### config.mk
export PLATFORM = sky130hd
export DESIGN_NAME = seg_scan_capture
export DESIGN_NICKNAME = d
export VERILOG_FILES = /design/src/rtl/seg_scan_capture.sv
export SDC_FILE = /design/constraint.sdc
export NUM_CORES = 1
export LEC_CHECK = 0
export ABC_AREA = 1
export CAP_MARGIN = 40
export CORE_MARGIN = 2
export CORE_UTILIZATION = 45
export CTS_BUF_LIST = sky130_fd_sc_hd__clkbuf_8
export DETAILED_ROUTE_END_ITERATION = 6
export SYNTH_ARGS = -nofsm -noshare
export SYNTH_HDL_FRONTEND = slang
export SYNTH_SLANG_ARGS = --single-unit
### constraint.sdc
create_clock -name clk -period 4.6 [get_ports clk]
set_clock_uncertainty 0.2 [all_clocks]
set_input_delay 0.46 -clock clk [delete_from_list [all_inputs] [get_ports clk]]
set_output_delay 0.46 -clock clk [all_outputs]
set_load 0.05 [all_outputs]
### src/rtl/seg_scan_capture.sv
// ============================================================================
// Module   : seg_scan_capture
// Purpose  : Rebuilds eight multiplexed seven-segment digit codes from a
//            scan bus, flagging scan-order errors and loss of scanning.
//            Optional hex decode outputs when SEG_CAP_DECODE_EN is defined.
// Revision : 1.0 - initial release
// ============================================================================
`default_nettype none

module seg_scan_capture #(
    parameter int          STABLE_CYCLES  = 16,
    parameter int unsigned TIMEOUT_CYCLES = 60000
) (
    input  logic        clk,
    input  logic        rst_n,
    input  logic        en,
    input  logic        clr_err,
    input  logic [2:0]  seg_sel_in,
    input  logic [7:0]  seg_data_in,
    output logic [63:0] digits,
    output logic        frame_valid,
    output logic [15:0] frame_cnt,
    output logic        seq_err,
    output logic        err_sticky,
`ifdef SEG_CAP_DECODE_EN
    output logic [31:0] digit_hex,
    output logic [7:0]  digit_dp,
    output logic [7:0]  decode_err,
`endif
    output logic        no_signal
);

    localparam logic [7:0]  c_STABLE  = 8'(STABLE_CYCLES);
    localparam logic [31:0] c_TIMEOUT = 32'(TIMEOUT_CYCLES);

    logic [2:0]  r_sel_m, r_sel_s, r_sel_q;
    logic [7:0]  r_data_m, r_data_s, r_data_q;
    logic [7:0]  r_stab_cnt;
    logic [63:0] r_shadow;
    logic [7:0]  r_seen;
    logic [2:0]  r_last_sel;
    logic        r_have_prev;
    logic [31:0] r_wd_cnt;
    logic        r_frame_pend;
    logic [63:0] r_digits;
    logic        r_frame_valid;
    logic [15:0] r_frame_cnt;
    logic        r_seq_err;
    logic        r_err_sticky;
    logic        r_no_signal;

    logic        w_changed;
    logic        w_cap;
    logic        w_order_err;
    logic [7:0]  w_seen_new;

    // Two-flop synchronizer plus a one-cycle history for change detection
    always_ff @(posedge clk or negedge rst_n) begin
        if (!rst_n) begin
            r_sel_m  <= 3'd0;
            r_sel_s  <= 3'd0;
            r_sel_q  <= 3'd0;
            r_data_m <= 8'd0;
            r_data_s <= 8'd0;
            r_data_q <= 8'd0;
        end else begin
            r_sel_m  <= seg_sel_in;
            r_sel_s  <= r_sel_m;
            r_sel_q  <= r_sel_s;
            r_data_m <= seg_data_in;
            r_data_s <= r_data_m;
            r_data_q <= r_data_s;
        end
    end

    always_comb begin
        w_changed   = {r_sel_s, r_data_s} != {r_sel_q, r_data_q};
        w_cap       = en && !w_changed && (r_stab_cnt == c_STABLE - 8'd1);
        w_order_err = r_have_prev && (r_sel_s != r_last_sel + 3'd1) && (r_sel_s != r_last_sel);
        w_seen_new  = (w_order_err ? 8'h00 : r_seen) | (8'h01 << r_sel_s);
    end

    always_ff @(posedge clk or negedge rst_n) begin
        if (!rst_n) begin
            r_stab_cnt <= 8'd0;
        end else if (!en || w_changed) begin
            r_stab_cnt <= 8'd0;
        end else if (r_stab_cnt != c_STABLE) begin
            r_stab_cnt <= r_stab_cnt + 8'd1;
        end
    end

`ifdef SEG_CAP_DECODE_EN
    // Returns {err, nibble}; the dp bit is not part of the lookup
    function automatic logic [4:0] f_decode(input logic [6:0] code);
        case (code)
            7'h40:   return 5'h00;
            7'h79:   return 5'h01;
            7'h24:   return 5'h02;
            7'h30:   return 5'h03;
            7'h19:   return 5'h04;
            7'h12:   return 5'h05;
            7'h02:   return 5'h06;
            7'h78:   return 5'h07;
            7'h00:   return 5'h08;
            7'h10:   return 5'h09;
            7'h08:   return 5'h0A;
            7'h03:   return 5'h0B;
            7'h46:   return 5'h0C;
            7'h21:   return 5'h0D;
            7'h06:   return 5'h0E;
            7'h0E:   return 5'h0F;
            default: return 5'h10;
        endcase
    endfunction

    logic [7:0][4:0] w_dec;
    logic [31:0]     r_hex;
    logic [7:0]      r_dp;
    logic [7:0]      r_dec_err;

    for (genvar gk = 0; gk < 8; gk++) begin : g_dec
        assign w_dec[gk] = f_decode(r_shadow[8*gk +: 7]);
    end

    always_ff @(posedge clk or negedge rst_n) begin
        if (!rst_n) begin
            r_hex     <= 32'd0;
            r_dp      <= 8'd0;
            r_dec_err <= 8'd0;
        end else if (r_frame_pend && en) begin
            for (int k = 0; k < 8; k++) begin
                r_hex[4*k +: 4] <= w_dec[k][3:0];
                r_dec_err[k]    <= w_dec[k][4];
                r_dp[k]         <= ~r_shadow[8*k + 7];
            end
        end
    end

    assign digit_hex  = r_hex;
    assign digit_dp   = r_dp;
    assign decode_err = r_dec_err;
`endif

    always_ff @(posedge clk or negedge rst_n) begin
        if (!rst_n) begin
            r_shadow      <= {64{1'b1}};
            r_seen        <= 8'h00;
            r_last_sel    <= 3'd0;
            r_have_prev   <= 1'b0;
            r_wd_cnt      <= 32'd0;
            r_frame_pend  <= 1'b0;
            r_digits      <= {64{1'b1}};
            r_frame_valid <= 1'b0;
            r_frame_cnt   <= 16'd0;
            r_seq_err     <= 1'b0;
            r_no_signal   <= 1'b1;
        end else begin
            r_seq_err     <= 1'b0;
            r_frame_valid <= 1'b0;
            r_frame_pend  <= 1'b0;

            // Shadow already holds the closing byte one edge after its capture
            if (r_frame_pend && en) begin
                r_digits      <= r_shadow;
                r_frame_valid <= 1'b1;
                r_frame_cnt   <= r_frame_cnt + 16'd1;
            end

            if (!en) begin
                r_seen      <= 8'h00;
                r_have_prev <= 1'b0;
                r_wd_cnt    <= 32'd0;
            end else if (w_cap) begin
                r_shadow[{r_sel_s, 3'b000} +: 8] <= r_data_s;
                r_wd_cnt    <= 32'd0;
                r_no_signal <= 1'b0;
                r_last_sel  <= r_sel_s;
                r_have_prev <= 1'b1;
                r_seq_err   <= w_order_err;
                if (r_sel_s == 3'd7) begin
                    r_seen       <= 8'h00;
                    r_frame_pend <= (w_seen_new == 8'hFF);
                end else begin
                    r_seen <= w_seen_new;
                end
            end else if (r_wd_cnt != c_TIMEOUT) begin
                r_wd_cnt <= r_wd_cnt + 32'd1;
                if (r_wd_cnt + 32'd1 == c_TIMEOUT) begin
                    r_no_signal <= 1'b1;
                    r_seen      <= 8'h00;
                    r_have_prev <= 1'b0;
                end
            end
        end
    end

    always_ff @(posedge clk or negedge rst_n) begin
        if (!rst_n) begin
            r_err_sticky <= 1'b0;
        end else if (w_cap && w_order_err) begin
            r_err_sticky <= 1'b1;
        end else if (clr_err) begin
            r_err_sticky <= 1'b0;
        end
    end

    assign digits      = r_digits;
    assign frame_valid = r_frame_valid;
    assign frame_cnt   = r_frame_cnt;
    assign seq_err     = r_seq_err;
    assign err_sticky  = r_err_sticky;
    assign no_signal   = r_no_signal;

endmodule

`default_nettype wire

# [After elaboration in Yosys (flattened, before gate mapping)]
# Index checks and enable logic that the tools add are counted.
# Widths: inputs -> output; s select.
[word_totals] register_bits=234 inputBits=15
[classes] n_addsub=5 eq_ne=11 n_shift=3 muxes=27 bitwise_logic=1 n_reduce_logical=16
[ops] cell="$mux 32" n=3
[ops] cell="$bwmux 64" n=1
[ops] cell="$mux 8" n=8
[ops] cell="$shift 8x8->64 const A" n=1
[ops] cell="$shiftx 8x8->64" n=1
[ops] cell="$add 32x1->32 const B" n=1
[ops] cell="$eq 32x16->1 const B" n=1
[ops] cell="$ne 32x16->1 const B" n=1
[ops] cell="$add 16x1->16 const B" n=1
[ops] cell="$mux 1" n=15
[ops] cell="$ne 11x11->1" n=1
[ops] cell="$add 8x1->8 const B" n=1
[ops] cell="$eq 8x4->1 const B" n=1
[ops] cell="$eq 8x8->1 const B" n=1
[ops] cell="$ne 8x5->1 const B" n=1
[ops] cell="$neg 6->8" n=1
[ops] cell="$or 8x8->8" n=1
[ops] cell="$reduce_bool 2->1" n=4
[ops] cell="$shl 1x3->8 const A" n=1
[ops] cell="$logic_and 1x1->1" n=6
[ops] cell="$ne 3x1->1 const B" n=2
[ops] cell="$ne 3x3->1" n=2
[ops] cell="$reduce_and 2->1" n=2
[ops] cell="$add 3x1->3 const B" n=1
[ops] cell="other kinds (4)" n=5

# [Depth between registers and ports, before layout]
[depth] word_depth=10 ltp_mapped=16

# [Least setup slack after synthesis]
# Ideal clock, no wire load.
[synth_path] path_type="reg2reg" start="reg r_sel_s[1]" end="reg r_shadow[10]" arrival_time_ns=2.156 path_slack_ns=2.183 path_stages_with_launch=10 path_buffers=2 synth_period_minus_slack_ns=2.417 path_cell_list="dfrtp_1 > inv_2 > ha_1 > ha_1 > clkbuf_1 > clkinv_1 > nor2_1 > clkbuf_1 > nand3_1 > nand2_1"
[synth_via] elab_chain_len=5
[synth_rtl] element="start, declared" line="36" source="logic [2:0] r_sel_m, r_sel_s, r_sel_q;"
[synth_rtl] element="start signal, assigned" line="68" source="r_sel_s <= r_sel_m;"
[synth_rtl] element="parallel branches: the longest is 5 deep, another holds $neg 6->8"
[synth_rtl] element="end signal, assigned" line="147" source="r_shadow <= {64{1'b1}};"
[synth_rtl] element="end signal, assigned by index" line="175" source="r_shadow[{r_sel_s, 3'b000} +: 8] <= r_data_s;"
[synth_rtl] element="end, declared" line="39" source="logic [63:0] r_shadow;"
# Several ways; the timed one is not identified.
# A chain may end at the register's enable or synchronous reset.

# [Worst setup path in the final report]
[layout_path] start="reg r_sel_s[0]" end="reg r_shadow[41]"
# Same word-level chain as after synthesis.

==> impl_metrics.env <==
export IMPL_drc=0
export IMPL_path_cells="inv_1 -> ha_1 -> clkinv_1 -> nor2_1 -> nand3_2 -> o21ai_1"
export IMPL_max_freq_mhz=309
export IMPL_crit_path_end_kind="flop"
export IMPL_slew_viol_final=0
export IMPL_swShare_pct=22.8
export IMPL_synthesis_nets=1353
export IMPL_start_util_pct=45.5
export IMPL_wl_mm=26.6
export IMPL_clock_latency_ns=0.54
export IMPL_setup_ws_ns=1.36
export IMPL_cts_clk_slew_worst_paths_ns=0.06
export IMPL_via_per_inst=4.88
export IMPL_yosysTopAreaCellShare_pct=30.9
export IMPL_critical_path_class="flop to flop"
export IMPL_syn_cell_area_um2=11000
export IMPL_clock_sinks=233
export IMPL_seqPwrFrac_pct=48.4
export IMPL_synthArstFlopShare_pct=100
export IMPL_drt_iter0_markers=491
export IMPL_syn_to_final_growth_pct=20.5
export IMPL_power_frac_comb_pct=3.9
export IMPL_outcome="finished, final reports clean"
export IMPL_ioPinCount=99
export IMPL_place_area_um2=12300
export IMPL_hold_viol=0
export IMPL_fill_cells=2338
export IMPL_cts_root_buf="clkbuf_8"
export IMPL_crit_path_max_incr_delay_ns=0.68
export IMPL_antennaDiodeCount=0
export IMPL_worst_slew_pin_slew_ns=0.949
export IMPL_period_minus_slack_ns=3.24
export IMPL_cts_tree="yes"
export IMPL_fin_total_pwr_w=0.00431
export IMPL_yosysSeqAreaShare_pct=54.7
export IMPL_p_leak_nw=6.02
export IMPL_pre_cts_ws_ns=1.26
export IMPL_fin_tns_setup_ns=0
export IMPL_routedWlPerCell_um=14.8
export IMPL_ys_warn_count=0
export IMPL_p_int_w=0.00333
export IMPL_ctsResizeCount=0
export IMPL_cp_slowest_cell="ha_1"
export IMPL_numCtsBuffers=41
export IMPL_setup_violations_final=0
export IMPL_critPathArrivalTime_ns=3.47
export IMPL_die_x_um=160
export IMPL_slew_headroom_pct=36.8
export IMPL_fin_cells=1795
export IMPL_synthFlopType="dfstp_2"
export IMPL_synth_seq_cells=233
export IMPL_powerDensity_nw_per_um2=327
export IMPL_grt_pass1_wl_mm=43.8
export IMPL_drive_above_1_share_pct=17.9
export IMPL_firstDrtPassIters=5
export IMPL_dp_cells=1722
export IMPL_rows=57
export IMPL_power_frac_clock_pct=47.7
export IMPL_synth_largest_area_cell="dfstp_2"
export IMPL_hpwlAfterDp_mm=19.3
export IMPL_hold_path_class="flop to flop"
export IMPL_crit_path_max_fanout=18
export IMPL_irDropWorstVdd_v=0.000219
export IMPL_layout_nets=1470
export IMPL_chipHeight_um=160
export IMPL_rsz0062_at_grt="no"
export IMPL_core_area_um2=24100
export IMPL_crit_required_ns=4.84
export IMPL_post_route_period_util_pct=70.3
export IMPL_drv_cap=0
export IMPL_grt_start_max_net_pins=129
export IMPL_syn_inst=1325
export IMPL_dieArea_um2=25600
export IMPL_synth_edf_count=0
export IMPL_vias=8756
export IMPL_ant_nets=0
export IMPL_synth_area_top_cells="dfstp_2 (31%), dfrtp_1 (24%), nand2_1 (17%)"
export IMPL_synth_cell_types=42
export IMPL_synth_area_per_cell_um2=8.27
export IMPL_grt_pass1_vias=8602
export IMPL_final_area_um2=13200
export IMPL_cts_max_path_buffers=3
export IMPL_ff_latch_area_um2=5990
export IMPL_cp_start_kind="flop"
export IMPL_multi_input_area_um2=4350
export IMPL_place_port_buffers=98
export IMPL_overflow=0
export IMPL_htreeDepth=2
export IMPL_p_switching_w=0.000983
export IMPL_grt_usage_pct=21.1
export IMPL_antenna_found_initial=0
export IMPL_routabilityCongestion=0.903
## synth_stat cells (2+ instances only)
| master | count |
|---|---|
| a21oi_1 | 11 |
| and2_1 | 2 |
| buf_2 | 10 |
| clkbuf_1 | 22 |
| clkinv_1 | 5 |
| dfrtp_1 | 104 |
| dfstp_2 | 129 |
| ha_1 | 13 |
| inv_1 | 101 |
| inv_2 | 17 |
| nand2_1 | 500 |
| nand2_2 | 7 |
| nand2_4 | 4 |
| nand3_1 | 107 |
| nand3_2 | 4 |
| nand3b_1 | 4 |
| nand4_1 | 19 |
| nor2_1 | 132 |
| nor2_4 | 12 |
| nor2_8 | 2 |
| nor3_1 | 11 |
| nor3_2 | 3 |
| nor4_1 | 10 |
| o21ai_0 | 15 |
| o21ai_1 | 40 |
| or2_2 | 5 |
| xnor2_1 | 7 |
| xor2_1 | 15 |
## power by group through the flow
stage | clock network [W] | registers (W) | logic, W
floorplan | 0 | 0.00212 | 0.0000863
global placement | 0 | 0.00212 | 0.000171
detailed placement | 0 | 0.00212 | 0.000171
CTS | 0.00211 | 0.00209 | 0.000172
global route | 0.00220 | 0.00209 | 0.000192
finish | 0.00206 | 0.00209 | 0.000168
## layout make-up
type	count	area share (%)
Sequential cell	233	45.4
Multi-Input combinational cell	934	33.0
Timing Repair Buffer	109	8.26
Clock buffer	54	5.63
Inverter	123	3.50
Tap cell	324	3.07
Clock inverter	18	1.18
## sequential cells by signal, summed over array words and instances (netlist names)
register,flops
digits,64
r_shadow,64
r_wd_cnt,32
frame_cnt,16
r_data_m,8
r_data_q,8
r_data_s,8
r_stab_cnt,8
r_seen,7
r_last_sel,3
r_sel_m,3
r_sel_q,3
r_sel_s,3
err_sticky,1
frame_valid,1
no_signal,1
r_frame_pend,1
r_have_prev,1
seq_err,1
## worst paths after layout
check	startpoint	endpoint	slack, ns	depth (start not counted)
min	r_sel_m[2]	r_sel_s[2]	0.14	0
max in group asynchronous	rst_n	r_shadow[41]	2.64	3
max	r_sel_s[0]	r_shadow[41]	1.36	6
min reg2reg	r_sel_m[2]	r_sel_s[2]	0.14	0
max reg2reg	r_sel_s[0]	r_shadow[41]	1.36	6
min in group asynchronous	rst_n	r_wd_cnt[11]	0.39	2
## layer usage
layer | GRT usage [%] | wire [um] | part of all wire [%] | vias up
met3 | 3.38 | 1260 | 4.7 | 61
li1 | - | - | - | 4393
met4 | 8.31 | 880 | 3.3 | 0
met2 | 33.4 | 12100 | 46 | 220
met5 | 0 | 0 | 0 | -
met1 | 29.4 | 12300 | 46 | 4082
## kinds of logic (layout without fill, tap and decap cells)
group,count (synthesis),after routing,synth area share (%)
xor gates and xnor gates,23,23,1.91
buffers and inverters,158,304,5.63
DFF,233,233,54.7
AOI/OAI and AO/OA,71,71,3.35
and+or+nand+nor,827,827,33.0
adders and majority gates,13,13,1.48
## cell usage in the layout (no fill, tap or decap), types with 2 or more instances in the layout
cell / synthesis / routed
nand2_1: 500 / 499
nor2_1: 132 / 132
dfstp_2: 129 / 129
inv_1: 101 / 110
nand3_1: 107 / 107
dfrtp_1: 104 / 104
clkdlybuf4s50_1: 0 / 97
clkbuf_8: 0 / 54
o21ai_1: 40 / 40
nand4_1: 19 / 19
inv_2: 17 / 18
xor2_1: 15 / 15
o21ai_0: 15 / 15
ha_1: 13 / 13
nor2_4: 12 / 12
nor3_1: 11 / 11
a21oi_1: 11 / 11
nor4_1: 10 / 10
buf_4: 1 / 9
nand2_2: 7 / 8
xnor2_1: 7 / 7
or2_2: 5 / 5
clkinv_1: 5 / 5
nand3b_1: 4 / 4
nand2_4: 4 / 4
nand3_2: 4 / 4
clkinv_2: 0 / 4
nor3_2: 3 / 3
bufinv_16: 0 / 3
and2_1: 2 / 2
nor2_8: 2 / 2
## per-stage QoR
step,hold slack [ns],util (%)
after global placement,0.131,50.9
after global routing,0.129,54.8
after detailed placement,0.135,51.0
after floorplan,-0.0356,-
after CTS,0.126,54.8
final,0.139,54.8
## critical path, delay by kind of cell (launching register included)
kind | cells | cell delay, ns
buf+inv | 2 | 0.71
simple gates | 2 | 0.67
fa+ha+maj | 1 | 0.68
flops | 1 | 0.64
compound gates | 1 | 0.24
## timing repair
item,CTS,global route
setup buffers,0,0
hold buffers,1,0
hold endpoints to repair,52,0
Power figures use the tool's default switching activity.
